--- config.mk ---
export PLATFORM = sky130hd
export DESIGN_NAME = ex_stage
export DESIGN_NICKNAME = d
export VERILOG_FILES = /design/src/rtl/ex_stage.sv
export SDC_FILE = /design/constraint.sdc
export NUM_CORES = 1
export LEC_CHECK = 0
export ABC_AREA = 1
export BUFFER_PORTS_ARGS = -buffer_cell sky130_fd_sc_hd__buf_2
export CORE_MARGIN = 8
export CORE_UTILIZATION = 50
export CTS_CLUSTER_SIZE = 10
export DETAILED_ROUTE_END_ITERATION = 10
export PLACE_DENSITY = 0.71
export SLEW_MARGIN = 25
export SYNTH_ARGS = -nofsm -noshare
export SYNTH_HDL_FRONTEND = slang
export SYNTH_SLANG_ARGS = --single-unit
--- constraint.sdc ---
create_clock -name clk -period 4.5 [get_ports clk]
set_input_delay 1.125 -clock clk [delete_from_list [all_inputs] [get_ports clk]]
set_output_delay 1.125 -clock clk [all_outputs]
set_load 0.005 [all_outputs]
--- src/rtl/ex_stage.sv ---
// MIPS execute stage with EX/MEM register and iterative MULTU (HI/LO).
// In: id_* operands/control, flush. Out: ex_* registered bundle, stall_out.
module ex_stage #(
  parameter int DATA_W     = 32,
  parameter int REG_ADDR_W = 5
) (
  input  logic                  clk,
  input  logic                  rst,
  input  logic                  flush,
  input  logic [DATA_W-1:0]     id_pc4,
  input  logic [DATA_W-1:0]     id_rs_data,
  input  logic [DATA_W-1:0]     id_rt_data,
  input  logic [DATA_W-1:0]     id_imm,
  input  logic [REG_ADDR_W-1:0] id_rt,
  input  logic [REG_ADDR_W-1:0] id_rd,
  input  logic                  id_reg_dst,
  input  logic                  id_alu_src,
  input  logic [1:0]            id_alu_op,
  input  logic [5:0]            id_funct,
  input  logic                  id_mem_write,
  input  logic                  id_mem_read,
  input  logic                  id_branch,
  input  logic                  id_reg_write,
  input  logic                  id_mem_to_reg,
  output logic                  stall_out,
  output logic [DATA_W-1:0]     ex_branch_target,
  output logic                  ex_zero,
  output logic [DATA_W-1:0]     ex_alu_result,
  output logic [DATA_W-1:0]     ex_write_data,
  output logic [REG_ADDR_W-1:0] ex_dest_reg,
  output logic                  ex_mem_write,
  output logic                  ex_mem_read,
  output logic                  ex_branch,
  output logic                  ex_reg_write,
  output logic                  ex_mem_to_reg
);

  localparam int CNT_W = $clog2(DATA_W);

  localparam logic [5:0] F_ADD   = 6'h20;
  localparam logic [5:0] F_SUB   = 6'h22;
  localparam logic [5:0] F_AND   = 6'h24;
  localparam logic [5:0] F_OR    = 6'h25;
  localparam logic [5:0] F_SLT   = 6'h2A;
  localparam logic [5:0] F_MFHI  = 6'h10;
  localparam logic [5:0] F_MFLO  = 6'h12;
  localparam logic [5:0] F_MULTU = 6'h19;

  typedef enum logic [1:0] {
    IDLE = 2'd0,
    BUSY = 2'd1,
    DONE = 2'd2
  } mState_t;

  mState_t state, nextState;

  logic [DATA_W-1:0]   bOp;
  logic [DATA_W-1:0]   aluRes;
  logic                isMultu;
  logic                bubble;
  logic [CNT_W-1:0]    cnt;
  logic [DATA_W-1:0]   mcand;
  logic [2*DATA_W-1:0] prod;
  logic [2*DATA_W-1:0] prodNext;
  logic [DATA_W:0]     sum;
  logic [DATA_W-1:0]   hi;
  logic [DATA_W-1:0]   lo;
  logic                lastStep;

  assign isMultu  = (id_alu_op == 2'b10) && (id_funct == F_MULTU);
  assign lastStep = (cnt == CNT_W'(DATA_W - 1));

  // {acc, multiplier}: add multiplicand into acc on LSB, shift right.
  assign sum      = {1'b0, prod[2*DATA_W-1:DATA_W]}
                  + (prod[0] ? {1'b0, mcand} : '0);
  assign prodNext = {sum, prod[DATA_W-1:1]};

  always_comb begin
    bOp    = id_alu_src ? id_imm : id_rt_data;
    aluRes = '0;
    unique case (id_alu_op)
      2'b01: aluRes = id_rs_data - bOp;
      2'b10: begin
        case (id_funct)
          F_ADD:   aluRes = id_rs_data + bOp;
          F_SUB:   aluRes = id_rs_data - bOp;
          F_AND:   aluRes = id_rs_data & bOp;
          F_OR:    aluRes = id_rs_data | bOp;
          F_SLT:   aluRes = {{(DATA_W-1){1'b0}},
                    $signed(id_rs_data) < $signed(bOp)};
          F_MFHI:  aluRes = hi;
          F_MFLO:  aluRes = lo;
          default: aluRes = '0;
        endcase
      end
      default: aluRes = id_rs_data + bOp;
    endcase
  end

  always_ff @(posedge clk) begin
    if (rst) state <= IDLE;
    else     state <= nextState;
  end

  always_comb begin
    nextState = state;
    unique case (state)
      IDLE: if (isMultu && !flush) nextState = BUSY;
      BUSY: begin
        if (flush)         nextState = IDLE;
        else if (lastStep) nextState = DONE;
      end
      DONE:    nextState = IDLE;
      default: nextState = IDLE;
    endcase
  end

  always_comb begin
    stall_out = 1'b0;
    unique case (state)
      IDLE:    stall_out = isMultu && !flush;
      BUSY:    stall_out = 1'b1;
      default: stall_out = 1'b0;
    endcase
  end

  always_ff @(posedge clk) begin
    if (rst) begin
      cnt   <= '0;
      mcand <= '0;
      prod  <= '0;
      hi    <= '0;
      lo    <= '0;
    end else if (state == IDLE) begin
      if (isMultu && !flush) begin
        cnt   <= '0;
        mcand <= id_rs_data;
        prod  <= {{DATA_W{1'b0}}, id_rt_data};
      end
    end else if (state == BUSY && !flush) begin
      cnt  <= cnt + 1'b1;
      prod <= prodNext;
      if (lastStep) {hi, lo} <= prodNext;
    end
  end

  assign bubble = flush || isMultu || (state == BUSY);

  always_ff @(posedge clk) begin
    if (rst || bubble) begin
      ex_branch_target <= '0;
      ex_zero          <= 1'b0;
      ex_alu_result    <= '0;
      ex_write_data    <= '0;
      ex_dest_reg      <= '0;
      ex_mem_write     <= 1'b0;
      ex_mem_read      <= 1'b0;
      ex_branch        <= 1'b0;
      ex_reg_write     <= 1'b0;
      ex_mem_to_reg    <= 1'b0;
    end else begin
      ex_branch_target <= id_pc4 + (id_imm << 2);
      ex_zero          <= (aluRes == '0);
      ex_alu_result    <= aluRes;
      ex_write_data    <= id_rt_data;
      ex_dest_reg      <= id_reg_dst ? id_rd : id_rt;
      ex_mem_write     <= id_mem_write;
      ex_mem_read      <= id_mem_read;
      ex_branch        <= id_branch;
      ex_reg_write     <= id_reg_write;
      ex_mem_to_reg    <= id_mem_to_reg;
    end
  end

endmodule
## Yosys cells after proc, flatten, opt, wreduce, memory -nomap -nowiden

Index checks and enable logic that the tools add are counted.

- Register bits after elaboration: 274

- Add/subtract/negate cells: 5
- Magnitude comparators: 1
- Equality and inequality tests: 14
- Muxes and demuxes: 16
- Bitwise gates (word level): 3
- Reductions and logical operators: 14

Operators by type and width:

| operator | number |
|---|---|
| $pmux 32 s7 | 1 |
| $mux 64 | 3 |
| $add 32x32->32 | 2 |
| $mux 32 | 2 |
| $pmux 32 s2 | 1 |
| $add 32x32->33 | 1 |
| $and 32x32->32 | 1 |
| $logic_not 32->1 | 1 |
| $lt 32x32->1 | 1 |
| $or 32x32->32 | 1 |
| $sub 32x32->32 | 1 |
| $eq 6x6->1 const B | 5 |
| $mux 5 | 4 |
| $eq 6x5->1 const B | 3 |
| $mux 2 | 3 |
| $reduce_and 2->1 | 3 |
| $add 5x1->5 const B | 1 |
| $eq 5x5->1 const B | 1 |
| $eq 2x1->1 const B | 2 |
| $pmux 2 s2 | 1 |
| $logic_and 1x1->1 | 3 |
| $logic_or 1x1->1 | 3 |
| $ne 3x3->1 const B | 1 |
| $reduce_and 3->1 | 1 |
| other kinds (7) | 7 |

## Depth between registers and ports, before layout

Gate-level depths: netlist of run 1.

- Depth in word-level cells: 5
- Depth in mapped cells: 27
- Depth with buffers taken out: 26

## Least setup slack after synthesis of run 1

No wires, ideal clock.

- Path type: input port to flip-flop
- Start: in id_alu_src
- End: reg ex_zero
- Library setup time: 73 ps
- Arrival time: 3682 ps
- Required time: 4427 ps
- Path slack: 744 ps
- Stages: 22
- Path buffers: 2
- Cell sequence: clkbuf_1 > clkbuf_1 > nand2_1 > o21ai_0 > inv_1 > ha_1 > fa_1 > inv_1 > nand2_1 > nand3_1 > nand2_1 > nand2_1 > nand2_1 > nand2_1 > nand3_1 > a21oi_1 > o21ai_0 > nand2_1 > nand3_1 > nor2_1 > nand3_1 > nor3_2

- Cells in the longest elaborated chain, start to end: 5

RTL lines:

| what | line | RTL |
|---|---|---|
| start, declared | 17 | `input logic id_alu_src,` |
| $mux 32 * | 79 | `bOp = id_alu_src ? id_imm : id_rt_data;` |
| $sub 32x32->32, or another cell as far along | 82, 86 |  |
| $pmux 32 s7 | 84 | `case (id_funct)` |
| $pmux 32 s2 * | 81 | `unique case (id_alu_op)` |
| $logic_not 32->1 * | 163 | `ex_zero <= (aluRes == '0);` |
| end signal, assigned | 163 |  |
| end, declared | 27 | `output logic ex_zero,` |

Every way passes the cells marked *; elsewhere a longest branch is shown, timed or not.
A chain may end at the register's enable or synchronous reset.

## Worst setup path in the final report of run 1

Ends and elaborated chain as after synthesis.

==> results_dict.tcl, run 1 <==
set metrics [dict create \
    num_io_pins 264 \
    finClkSkew_ns 0.0206 \
    htreeDepth 2 \
    hold_depth 2 \
    drt-initial-drc-count 2899 \
    drc_errors 2 \
    hold_path_class "register to register" \
    finalHoldViolCount 0 \
    cts_setup_buffers 0 \
    syn_area_per_cell_um2 6.24 \
    synth_common_cells "nand2_1, inv_1, nor2_1, dfxtp_1, a21oi_1" \
    p_int_mw 4.44 \
    rr_worst_depth 16 \
    grt_pass1_vias 21300 \
    switching_share_pct 34.3 \
    cts_tree "built" \
    synth_area_leaders "dfxtp_1, nand2_1, ha_1" \
    synth_area_um2 19700 \
    vias_per_cell 5.65 \
    maxSlewViolCount 0 \
    violations "DRC" \
    dpl_worst_slack_ns -0.181 \
    yosys.area.top_type "dfxtp_1" \
    cp-end-kind "register" \
    synth.distinct_cells 53 \
    port_buffers 263 \
    synth_nets 3481 \
    antenna_found_initial 3 \
    synth_cells 3156 \
    crit_type "primary input to register" \
    rows 72 \
    fin_crit_ns 4.19 \
    setup_viol_count_final 0 \
    yosysMostFrequentCell "nand2_1" \
    core_um2 38700 \
    grt_pass1_wl_mm 126 \
    start_util_pct 50.8 \
    pwr-share-comb_pct 26.4 \
    cts_buffer_depth 3 \
    root_buffer "clkbuf_16" \
    clkPwrFrac_pct 36.6 \
    setup_ws_ns 0.309 \
    place_hpwl_mm 68.8 \
    instances_no_fill 3974 \
    final_nets 3769 \
    clock_sinks 274 \
    critPathRequiredTime_ns 5.00 \
    top_register "prod" \
    cts_hold_buf 0 \
    p_switching_mw 2.31 \
    layout-drive-gt1-share_pct 13.2 \
    grt_max_degree 86 \
    timing.final.crit_share_pct 93.1 \
    largest_reg_flops 64 \
    vdd_ir_drop_max_v 0.000279 \
    rsz0062_at_grt "false" \
    die-area_um2 46000 \
    gp_congestion 1.04 \
    pwr-share-seq_pct 37.0 \
    yosysSeqAreaShare_pct 27.9 \
    worstSetupStartpointType "primary input" \
    yosys.area.top_type_share_pct 27.9 \
    via_count 22500 \
    synth_edf_count 0 \
    track_usage_pct 35.0 \
    dp_cells 3926 \
    cts_buffers 34 \
    dieWidth_um 214 \
    leakagePower_nw 12.3 \
    clk_pin_slew_ns 0.06 \
    async_flop_share_pct 0 \
    run_status "finished with violations" \
    area_growth_pct 16.4 \
    critPathMaxFanout 36 \
    maxCapViolCount 0 \
    synth_ff_type "dfxtp_1" \
    synth_seq_cells 274 \
    grt.overflow.total 0 \
    crit_arrival_ns 4.69 \
    final_util_pct 59.2 \
    worstMarginPinSlew_ns 0.935 \
    wirelength_mm 84.6 \
    power_density_nw_per_um2 294 \
    routedWlPerCell_um 21.3 \
    clk_latency_ns 0.57 \
    ys_warn_count 0 \
    fmax_ghz 0.239 \
    postRouteAntennaNets 0 \
    firstDrtPassIters 9 \
    cts_resized 0 \
    die-height_um 214 \
    maxSlewHeadroom_pct 37.5 \
]
==> routing by layer <==
layer,vias up,wire (um),GRT usage [%]
met5,-,12,0
met4,2,3850,14.5
met3,178,8500,7.42
met2,1276,37100,55.9
met1,10400,35100,45.4
li1,10600,-,-
==> worst max-delay path, stage by stage <==
cell and delay [ns]:
buf_2 0.19, buf_4 0.26, o21ai_0 0.58, ha_1 0.50
nor2_1 0.25, nand2_1 0.16, nor3_1 0.31, buf_4 0.19
nand3_1 0.10, nand3_1 0.09, nand2_1 0.05, nand3_1 0.07
nand3_1 0.15, nor2_1 0.20, nand2_1 0.12, nor2_1 0.13
nand3_1 0.10, nor3_2 0.10
==> power by group through the flow <==
stage          Sequential [mW]  Clock, mW  Combinational [mW]
6_report                  2.50       2.47                1.78
5_1_grt                   2.50       2.58                1.93
4_1_cts                   2.50       2.49                1.73
3_5_place_dp              2.55          0                1.72
3_3_place_gp              2.55          0                1.72
2_1_floorplan             2.56          0               0.983
==> per-stage QoR <==
step | total power, mW | area [um2] | TNS, ns | hold WS [ns]
after floorplan | 3.54 | 19700 | 0 | 0.425
after global placement | 4.27 | 22000 | -0.263 | 0.439
after detailed placement | 4.27 | 22000 | -0.181 | 0.451
after CTS | 6.72 | 22900 | 0 | 0.458
after global routing | 7.01 | 22900 | 0 | 0.478
final | 6.75 | 22900 | 0 | 0.462
==> layout by cell type, fill, tap and decap left out, types with 5 or more instances in the layout <==
| cell type | instances |
|---|---|
| nand2_1 | 838 |
| inv_1 | 513 |
| nor2_1 | 292 |
| dfxtp_1 | 274 |
| a21oi_1 | 270 |
| buf_2 | 263 |
| o21ai_0 | 217 |
| nand3_1 | 168 |
| ha_1 | 165 |
| buf_4 | 106 |
| clkbuf_16 | 34 |
| a22oi_1 | 28 |
| o22ai_1 | 25 |
| nor3_1 | 24 |
| a31oi_1 | 22 |
| o211ai_1 | 22 |
| xor2_1 | 22 |
| nand4_1 | 18 |
| o21bai_1 | 17 |
| or2_2 | 13 |
| xnor2_1 | 11 |
| inv_2 | 10 |
| nor4_1 | 10 |
| a21o_1 | 8 |
| a221oi_1 | 8 |
| nor2_4 | 6 |
| o2111ai_1 | 6 |
| o21a_1 | 6 |
| o21ai_1 | 5 |
| nand3b_1 | 5 |
| clkbuf_1 | 5 |
==> cell type report <==
| class | count | area (um2) |
|---|---|---|
| flip-flops and latches | 274 | 5490 |
| multi-input cells | 2240 | 11700 |
| repair buffers | 370 | 2130 |
| well taps | 518 | 648 |
| fillers | 3830 | 15800 |
| clock buffers | 39 | 870 |
| diodes | 3 | 7.51 |
| inverters | 524 | 1970 |
| clock inverters | 6 | 76.3 |
==> path summary, 6_finish.rpt <==
kind	end	slack [ns]	startpoint
setup / recovery	ex_zero	0.31	id_alu_src
hold / removal	lo[14]	0.46	lo[14]
setup reg to reg	hi[26]	1.40	prod[0]
hold reg to reg	lo[14]	0.46	lo[14]
==> logic make-up after synthesis <==
logic type,Yosys count,share of synthesized area (%)
xor gates and xnor gates,33,1.47
AOI/OAI and AO/OA,645,18.2
adders and majority gates,169,10.9
DFF,274,27.9
and+or+nand+nor,1393,28.8
buffers and inverters,642,12.7
No activity file was read; power rests on OpenSTA's default activity.
==> run 2, diff against run 1 <==
- MAX_ROUTING_LAYER: not set -> met4
==> run 2 against run 1 <==
Against the previous run:
- highest routed layer is now met4
- clock power is 3% higher
- cell count is 2.1% higher
- count of clock-buffer cells in the layout stayed put
- the flow now finishes without violations
- fmax hardly changed
- sequential share of layout area is 0.73 points lower
- critical endpoint unchanged
==> results_dict.tcl, run 2 (same netlist as run 1, synthesis figures left out) <==
set metrics [dict create \
    cts_buffers 34 \
    cts_tree "built" \
    layout-drive-gt1-share_pct 15.4 \
    vdd_ir_drop_max_v 0.000287 \
    path_cells "buf_2 -> buf_4 -> o21ai_0 -> ha_1 -> nand2_1 -> inv_1 -> a21oi_1 -> o21ai_0 -> a21oi_1 -> nand3_1 -> nand2_1 -> nor2_1 -> nor2_1 -> nand2_1 -> nand2_1 -> nand2_1 -> nor2_1 -> nand3_1 -> nor3_2" \
    grt_use_met1_pct 46.1 \
    timing.final.crit_share_pct 93.1 \
    area_growth_pct 20.1 \
    critPathRequiredTime_ns 4.96 \
    setup_viol_count_final 0 \
    die-area_um2 46000 \
    drt-initial-drc-count 2801 \
    dieWidth_um 214 \
    setup_ws_ns 0.309 \
    mostFrequentLayoutCell "nand2_1" \
    rows 72 \
    cts_hold_buf 0 \
    cts_resized 0 \
    cts_setup_buffers 0 \
    clkPwrFrac_pct 36.7 \
    grt_pass1_wl_mm 131 \
    htreeDepth 2 \
    maxSlewViolCount 0 \
    gr-usage-met3_pct 6.74 \
    cp-end-kind "register" \
    cpPeakStageDelay_ns 0.58 \
    cts_buffer_depth 3 \
    gp_congestion 1.03 \
    instances_no_fill 4059 \
    grt_max_degree 86 \
    clk_latency_ns 0.56 \
    grt.overflow.total 0 \
    port_buffers 263 \
    finClkSkew_ns 0.0375 \
    crit_type "primary input to register" \
    grt_use_met2_pct 59.2 \
    core_um2 38700 \
    vias_per_cell 5.63 \
    pwr-share-seq_pct 35.9 \
    largest_reg_flops 64 \
    drc_errors 0 \
    path_depth 19 \
    crit_arrival_ns 4.65 \
    wirelength_mm 87.0 \
    final_nets 3856 \
    die-height_um 214 \
    antenna_found_initial 2 \
    pwr-share-comb_pct 27.4 \
    timing.critical_path.mode_cell "nand2_1" \
    rr_worst_depth 16 \
    root_buffer "clkbuf_16" \
    switching_share_pct 33.3 \
    grt_pass1_vias 22300 \
    finalHoldViolCount 0 \
    p_int_mw 4.65 \
    routedWlPerCell_um 21.4 \
    firstDrtPassIters 6 \
    whs_ns 0.456 \
    rsz0062_at_grt "false" \
    top_usage_layer "met2" \
    via_count 22900 \
    maxSlewHeadroom_pct 30.3 \
    dp_cells 4013 \
    start_util_pct 50.8 \
    final_cell_mix "nand2_1, inv_1, nor2_1" \
    power_density_nw_per_um2 295 \
    run_status "finished, final reports clean" \
    worstMarginPinSlew_ns 1.05 \
    hold_path_class "register to register" \
    num_io_pins 264 \
    postRouteAntennaNets 0 \
    dpl_worst_slack_ns -0.115 \
    p_switching_mw 2.32 \
    fmax_ghz 0.239 \
    critPathMaxFanout 36 \
    top_register "prod" \
    clock_sinks 274 \
    worstSetupStartpointType "primary input" \
    crit_path_top_delay_cell "o21ai_0" \
    fill_cells 3689 \
    critPathBufInv 3 \
    hold_depth 2 \
    track_usage_pct 37.4 \
    clk_pin_slew_ns 0.06 \
    place_hpwl_mm 70.7 \
    final_util_pct 61.0 \
    leakagePower_nw 12.7 \
    fin_crit_ns 4.19 \
    crit_family "compound AO/OA/AOI/OAI gates" \
    maxCapViolCount 0 \
    tns_ns 0 \
]
## run 2: final timing paths
kind | startpoint | to | slack (ns)
min reg2reg | lo[17] | lo[17] | 0.46
min | lo[17] | lo[17] | 0.46
max | id_alu_src | ex_zero | 0.31
max reg2reg | prod[0] | hi[26] | 0.86
## run 2: power groups by stage
stage	sequential, mW	combinational [mW]	clock [mW]
2_1_floorplan	2.56	0.983	0
3_3_place_gp	2.55	1.85	0
3_5_place_dp	2.55	1.85	0
4_1_cts	2.50	1.86	2.58
5_1_grt	2.50	2.07	2.67
6_report	2.50	1.91	2.55
## run 2: final cells by class
class	count	area (um2)	area share (%)
clock inverters	6	120	0.508
flip-flops and latches	274	5490	23.2
repair buffers	457	2810	11.9
clock buffers	39	870	3.68
multi-input cells	2240	11700	49.6
inverters	524	1970	8.32
well taps	518	648	2.74
diodes	1	2.50	0.0106
## run 2: metal layers
layer  part of all wire [%]  vias up
met5                      0        -
met2                     45     1293
met4                    4.9        0
li1                       -    10800
met3                    9.6      227
met1                     41    10500
## run 2: through the flow
| step | total power, mW | instance area (um2) |
|---|---|---|
| after detailed placement | 4.40 | 22600 |
| after global placement | 4.40 | 22600 |
| after floorplan | 3.54 | 19700 |
| final | 6.96 | 23600 |
| after global routing | 7.25 | 23600 |
| after CTS | 6.94 | 23600 |
## run 2: worst reg2reg max path, stage by stage, from the launching register on
cell and delay, ns:
dfxtp_1 0.85, nand2_1 0.15, inv_1 0.10, ha_1 0.27, nand2_1 0.09, nand3_1 0.13, a21oi_1 0.52, o21ai_1 0.28
nand3_1 0.13, nand3_1 0.19, nand2_1 0.11, nand2_1 0.10, or2_2 0.31, nand2_1 0.08, nand2_1 0.06, o211ai_1 0.11
inv_1 0.05
